===== src/rtl/ps2_hex_entry_pkg.sv =====
// rtl/ps2_hex_entry_pkg.sv - scan-code constants, frame FSM states and hex-key decode
package ps2_hex_entry_pkg;

    typedef enum logic [1:0] {
        RX_IDLE   = 2'd0,
        RX_DATA   = 2'd1,
        RX_PARITY = 2'd2,
        RX_STOP   = 2'd3
    } rx_state_e;

    localparam logic [7:0] SC_BREAK = 8'hF0;
    localparam logic [7:0] SC_EXT   = 8'hE0;
    localparam logic [7:0] SC_ENTER = 8'h5A;
    localparam logic [7:0] SC_BKSP  = 8'h66;

    // Returns {is_hex, nibble} for a scan-set-2 make code.
    function automatic logic [4:0] hex_decode(input logic [7:0] code);
        logic [4:0] r;
        case (code)
            8'h45:   r = 5'h10;
            8'h16:   r = 5'h11;
            8'h1E:   r = 5'h12;
            8'h26:   r = 5'h13;
            8'h25:   r = 5'h14;
            8'h2E:   r = 5'h15;
            8'h36:   r = 5'h16;
            8'h3D:   r = 5'h17;
            8'h3E:   r = 5'h18;
            8'h46:   r = 5'h19;
            8'h1C:   r = 5'h1A;
            8'h32:   r = 5'h1B;
            8'h21:   r = 5'h1C;
            8'h23:   r = 5'h1D;
            8'h24:   r = 5'h1E;
            8'h2B:   r = 5'h1F;
            default: r = 5'h00;
        endcase
        return r;
    endfunction

endpackage


===== src/rtl/ps2_hex_entry_rx_frame.sv =====
// rtl/ps2_hex_entry_rx_frame.sv - PS/2 pin synchroniser, falling-edge sampler and frame FSM
module ps2_rx_frame
    import ps2_hex_entry_pkg::*;
#(
    parameter int TIMEOUT_CYCLES = 50000,
    parameter int SYNC_STAGES    = 2
) (
    input  logic       clock,
    input  logic       resetn,
    input  logic       ps2_clk,
    input  logic       ps2_dat,
    output logic [7:0] rx_byte,
    output logic       byte_ready,
    output logic       frame_error
);

    localparam int CW = $clog2(TIMEOUT_CYCLES + 1);

    logic [SYNC_STAGES-1:0] clk_sync_q, dat_sync_q;
    logic                   clk_prev_q, sample_q;
    rx_state_e              state_q, state_d;
    logic [2:0]             bit_cnt_q;
    logic [7:0]             shreg_q;
    logic                   par_ok_q;
    logic [CW-1:0]          tmo_cnt_q;

    logic clk_s, dat_s, fall, timeout;

    assign clk_s   = clk_sync_q[SYNC_STAGES-1];
    assign dat_s   = dat_sync_q[SYNC_STAGES-1];
    assign fall    = clk_prev_q & ~clk_s;
    assign timeout = (state_q != RX_IDLE) && (tmo_cnt_q == CW'(TIMEOUT_CYCLES));

    // Idle-high reset values keep a released bus from looking like a falling edge.
    always_ff @(posedge clock or negedge resetn) begin
        if (!resetn) begin
            clk_sync_q <= '1;
            dat_sync_q <= '1;
            clk_prev_q <= 1'b1;
            sample_q   <= 1'b0;
        end else begin
            clk_sync_q <= {clk_sync_q[SYNC_STAGES-2:0], ps2_clk};
            dat_sync_q <= {dat_sync_q[SYNC_STAGES-2:0], ps2_dat};
            clk_prev_q <= clk_s;
            sample_q   <= fall;
        end
    end

    always_ff @(posedge clock or negedge resetn) begin
        if (!resetn) begin
            state_q <= RX_IDLE;
        end else begin
            state_q <= state_d;
        end
    end

    always_comb begin
        state_d = state_q;
        if (timeout) begin
            state_d = RX_IDLE;
        end else if (sample_q) begin
            case (state_q)
                RX_IDLE:   if (!dat_s) state_d = RX_DATA;
                RX_DATA:   if (bit_cnt_q == 3'd7) state_d = RX_PARITY;
                RX_PARITY: state_d = RX_STOP;
                RX_STOP:   state_d = RX_IDLE;
                default:   state_d = RX_IDLE;
            endcase
        end
    end

    always_comb begin
        byte_ready  = 1'b0;
        frame_error = 1'b0;
        if (timeout) begin
            frame_error = 1'b1;
        end else if (sample_q && state_q == RX_STOP) begin
            if (dat_s && par_ok_q) byte_ready  = 1'b1;
            else                   frame_error = 1'b1;
        end
    end

    assign rx_byte = shreg_q;

    always_ff @(posedge clock or negedge resetn) begin
        if (!resetn) begin
            bit_cnt_q <= 3'd0;
            shreg_q   <= 8'h00;
            par_ok_q  <= 1'b0;
            tmo_cnt_q <= '0;
        end else begin
            if (state_q == RX_IDLE || fall) begin
                tmo_cnt_q <= '0;
            end else if (tmo_cnt_q != CW'(TIMEOUT_CYCLES)) begin
                tmo_cnt_q <= tmo_cnt_q + CW'(1);
            end
            if (sample_q) begin
                case (state_q)
                    RX_IDLE: bit_cnt_q <= 3'd0;
                    RX_DATA: begin
                        shreg_q   <= {dat_s, shreg_q[7:1]};
                        bit_cnt_q <= bit_cnt_q + 3'd1;
                    end
                    RX_PARITY: par_ok_q <= (^shreg_q) ^ dat_s;
                    default: ;
                endcase
            end
        end
    end

endmodule


===== src/rtl/ps2_hex_entry.sv =====
// rtl/ps2_hex_entry.sv - PS/2 hex-digit entry: scan-code decoder and two-digit entry register
module ps2_hex_entry
    import ps2_hex_entry_pkg::*;
#(
    parameter int TIMEOUT_CYCLES = 50000,
    parameter int SYNC_STAGES    = 2
) (
    input  logic       clock,
    input  logic       resetn,
    input  logic       ps2_clk,
    input  logic       ps2_dat,
    output logic [7:0] entry_value,
    output logic [1:0] digit_count,
    output logic       entry_valid,
    output logic       frame_error
);

    logic [7:0] rx_byte;
    logic       byte_ready;

    ps2_rx_frame #(
        .TIMEOUT_CYCLES (TIMEOUT_CYCLES),
        .SYNC_STAGES    (SYNC_STAGES)
    ) u_rx (
        .clock       (clock),
        .resetn      (resetn),
        .ps2_clk     (ps2_clk),
        .ps2_dat     (ps2_dat),
        .rx_byte     (rx_byte),
        .byte_ready  (byte_ready),
        .frame_error (frame_error)
    );

    logic [7:0] value_q, value_d;
    logic [1:0] count_q, count_d;
    logic       valid_q, valid_d;
    logic       brk_q, brk_d;
    logic       ext_q, ext_d;
    logic [4:0] hex;

    assign hex = hex_decode(rx_byte);

    always_ff @(posedge clock or negedge resetn) begin
        if (!resetn) begin
            value_q <= 8'h00;
            count_q <= 2'd0;
            valid_q <= 1'b0;
            brk_q   <= 1'b0;
            ext_q   <= 1'b0;
        end else begin
            value_q <= value_d;
            count_q <= count_d;
            valid_q <= valid_d;
            brk_q   <= brk_d;
            ext_q   <= ext_d;
        end
    end

    // Enter is honoured with or without the E0 prefix; all other E0 codes are dropped.
    always_comb begin
        value_d = value_q;
        count_d = count_q;
        valid_d = 1'b0;
        brk_d   = brk_q;
        ext_d   = ext_q;
        if (byte_ready) begin
            if (rx_byte == SC_BREAK) begin
                brk_d = 1'b1;
            end else if (rx_byte == SC_EXT) begin
                ext_d = 1'b1;
            end else begin
                brk_d = 1'b0;
                ext_d = 1'b0;
                if (!brk_q) begin
                    if (rx_byte == SC_ENTER) begin
                        if (count_q != 2'd0) begin
                            valid_d = 1'b1;
                            count_d = 2'd0;
                        end
                    end else if (!ext_q) begin
                        if (rx_byte == SC_BKSP) begin
                            value_d = 8'h00;
                            count_d = 2'd0;
                        end else if (hex[4]) begin
                            if (count_q == 2'd0) begin
                                value_d = {4'h0, hex[3:0]};
                                count_d = 2'd1;
                            end else begin
                                value_d = {value_q[3:0], hex[3:0]};
                                count_d = 2'd2;
                            end
                        end
                    end
                end
            end
        end
    end

    assign entry_value = value_q;
    assign digit_count = count_q;
    assign entry_valid = valid_q;

endmodule


===== config.mk =====
export PLATFORM = sky130hd
export DESIGN_NAME = ps2_hex_entry
export DESIGN_NICKNAME = d
export VERILOG_FILES = /design/src/rtl/ps2_hex_entry_pkg.sv /design/src/rtl/ps2_hex_entry_rx_frame.sv /design/src/rtl/ps2_hex_entry.sv
export SDC_FILE = /design/constraint.sdc
export NUM_CORES = 1
export LEC_CHECK = 0
export ABC_CLOCK_PERIOD_IN_PS = 2500
export CORE_MARGIN = 2
export CORE_UTILIZATION = 31
export CTS_BUF_LIST = sky130_fd_sc_hd__clkbuf_16
export DETAILED_ROUTE_END_ITERATION = 8
export PLACE_DENSITY = 0.51
export SLEW_MARGIN = 20
export SYNTH_ARGS = -nofsm -noshare
export SYNTH_HDL_FRONTEND = slang
export SYNTH_SLANG_ARGS = --single-unit

===== constraint.sdc =====
create_clock -name clock -period 2.5 [get_ports clock]
set_clock_uncertainty 0.15 [all_clocks]
set_input_delay 0.625 -clock clock [delete_from_list [all_inputs] [get_ports clock]]
set_output_delay 0.625 -clock clock [all_outputs]
set_load 0.01 [all_outputs]

==> reports/metrics.cfg, run 1 <==
[synthesis]
synth_cells = 289
synth_area_leaders = dfrtp_1 (41%), ha_1 (11%), nand2_1 (6.1%)
synth.net_count = 317
ys_warn_count = 0
synth_area_um2 = 2690
synth.top_cell.area_share_pct = 41.0
yosysTopAreaCell = dfrtp_1
avgSynthCellArea_um2 = 9.30
synth-seq-cells = 49
ys_types = 43
ys_seq_area_share_pct = 45.9

[sta]
slew_viol_final = 0
setup_viol = 11
post-route-min-period_ns = 2.83
period_share_pct = 113
tightest_slew_ns = 0.505
finalHoldViolCount = 0
setup_ws_ns = -0.327
slew_headroom_pct = 66.3
clock.fmax_ghz = 0.354
rsz0062_at_grt = yes

[cells_and_area]
fillers = 821
area_delta_synth_final_pct = 27.1
drive_gt1_share_pct = 19.0
antenna_cells = 0
regArea_um2 = 1230
num-nets-final = 363
multiInputGateArea_um2 = 1400
utilization_pct = 41.1
final_area_um2 = 3410

[route]
drtAntennaViolNets = 0
wl_um = 5570
wl_per_cell_um = 12.6
post_drt_via_cell_ratio = 4.81
remaining_drc_errors = 0
drtPass1Iterations = 4
drtIter0Drc = 61
vias = 2122

[global_routing]
track_usage_pct = 12.5
grt_first_pass_wirelength_um = 9790
grt_pass1_vias = 2103
grt_max_degree = 30
grt_antenna_before_repair = 0
globalRouteOverflowTotal = 0

[setup_path]
r2r_end = digit_count[0]
startpoint_type = flip-flop
critPathRequiredTime_ns = 1.73
crit_type = flip-flop to primary output
crit-reg2reg-launch = u_rx.tmo_cnt_q[5]
worstRegToRegCells = 8
r2r_slack_ns = -0.20
cp-end-kind = primary output
path_max_fanout = 2
cp.arrival_ns = 2.05

[power_and_ir_drop]
power.density_nw_per_um2 = 824
p_leak_nw = 1.53
ir_drop_uv = 310
finalPower_mw = 2.81

[run_status]
violations = negative setup slack
status = finished with violations

[floorplanning]
die_area_um2 = 9430
coreArea_um2 = 8300
die_w_um = 97.1
rows = 33
io_pins = 16
start_util_pct = 32.4
die_h_um = 97.1

[clock_tree]
cts_buffer_depth = 2
cts_tree = done
clk_pin_slew_worst_paths_ns = 0.07
insertion_delay_ns = 0.29
cts_buffers = 5
cts_sinks = 49
htree_levels = 2
cts-root-buf = clkbuf_16

[job]
maxCapViolCount = 0

[place]
dp_hpwl_um = 4140
post_dp_cell_area_um2 = 3190
io_buffer_count = 15
gp_congestion = 0.853

[hold_path]
hp-class = input pin to asynchronous set/reset pin

-- layout make-up --
cell class / count / area share, %
Timing Repair Buffer: 50 / 12.8
Tap cell: 105 / 3.85
Sequential cell: 49 / 36.1
Multi-Input combinational cell: 211 / 41.0
Inverter: 18 / 1.98
Clock inverter: 3 / 0.660
Clock buffer: 5 / 3.66
-- sequential cells by signal, summed over array words and instances, names as in the netlist --
signal	flops
brk_q	1
digit_count	2
entry_valid	1
entry_value	8
ext_q	1
u_rx.bit_cnt_q	3
u_rx.clk_prev_q	1
u_rx.clk_sync_q	2
u_rx.dat_sync_q	2
u_rx.par_ok_q	1
u_rx.rx_byte	8
u_rx.sample_q	1
u_rx.state_q	2
u_rx.tmo_cnt_q	16
-- how the worst max path moves through the flow --
stage                                   from          end  depth (start not counted)
after floorplan            u_rx.tmo_cnt_q[2]  frame_error                          5
after detailed placement   u_rx.tmo_cnt_q[2]  frame_error                          5
final                      u_rx.tmo_cnt_q[5]  frame_error                          5
after global routing       u_rx.tmo_cnt_q[5]  frame_error                          5
after CTS                 u_rx.tmo_cnt_q[11]  frame_error                          5
after global placement     u_rx.tmo_cnt_q[2]  frame_error                          5
-- stage by stage --
step	instances	setup WS, ns	setup TNS, ns	hold WS [ns]
final	441	-0.327	-1.67	0.142
after global routing	441	-0.409	-2.78	0.177
after CTS	441	-0.388	-2.18	0.151
after detailed placement	430	-0.483	-1.27	0.197
after global placement	430	-0.482	-1.13	0.197
after floorplan	289	-0.0357	-0.0357	0.179
-- cells in the mapped netlist --
cell type / count
mux2i_1: 1
and4_1: 1
buf_2: 1
o2111ai_1: 1
a2111o_2: 1
dfrtp_1: 44
nor2_1: 26
inv_1: 17
a31o_2: 1
nand3_1: 12
ha_1: 24
a22o_1: 1
o22ai_1: 1
a32o_1: 4
o32ai_1: 1
inv_2: 1
a21o_1: 2
o21bai_1: 1
nand3b_1: 1
nor3b_1: 1
or2_2: 2
nand2b_1: 3
mux2_2: 1
a311oi_1: 1
a21oi_1: 14
buf_4: 1
or3_1: 2
a22oi_1: 4
and3_1: 3
xnor2_1: 7
or4_1: 3
o211ai_1: 2
nor2b_1: 1
nor3_1: 3
clkbuf_1: 9
xor2_1: 9
dfstp_2: 5
o31ai_1: 1
o221ai_1: 1
nand4_1: 5
o21ai_0: 25
o211ai_2: 1
nand2_1: 44
-- critical path, cell delays in order, from the launching register on --
cell	delay, ns
dfrtp_1	0.38
or4_4	0.52
or4_4	0.56
nor2_4	0.11
a31o_4	0.10
buf_6	0.09
-- metal layers --
metal | up-vias | global-route usage (%) | wire length, um
met5 | - | 0 | 0
met4 | 0 | 4.12 | 65
met3 | 6 | 3.02 | 157
met1 | 1002 | 16.1 | 2710
met2 | 32 | 20.6 | 2630
li1 | 1082 | - | -
-- cell families (layout without fill, tap and decap cells) --
group	Yosys count	in the layout	share of synthesized area [%]
AOI/OAI and AO/OA	62	62	14.7
buffers and inverters	29	76	4.24
and+or+nand+nor	107	107	18.0
muxes	2	2	0.792
xor gates and xnor gates	16	16	5.22
adders and majority gates	24	24	11.2
DFF	49	49	45.9
-- cells in the final DEF (no fill, tap or decap), types with 3 or more instances in the layout --
master            n
a32o_1            4
nor2_1           25
a21oi_1          14
o21ai_0          21
dfrtp_1          44
clkbuf_16         5
inv_1            17
xnor2_1           7
nand4_1           5
xor2_1            9
and3_1            3
buf_4            30
ha_1             24
nand2b_1          3
clkdlybuf4s50_1  13
o21ai_1           3
a22oi_1           4
nand3_1          12
nand2_1          44
dfstp_2           5
buf_6             5
-- where the power goes --
part | total [mW] | switching, mW | internal [mW]
Combinational | 1.12 | 0.629 | 0.489
Clock | 0.670 | 0.298 | 0.372
Sequential | 1.02 | 0.100 | 0.923
-- repair_timing --
action                                 CTS  global route
hold buffers                             0             0
buffers inserted                         2             1
setup endpoints to repair               11            14
gates resized for setup                 15             7
cloned                                   1             0
pin swaps                                6             7
endpoints found under the hold margin    0             0
Power figures use the tool's default switching activity.
==> run 2, diff against run 1 <==
Settings changed: GPL_ROUTABILITY_DRIVEN from default to 1.
==> results of run 2 <==
The final DEF is identical to that of run 1; final timing and power are the same.
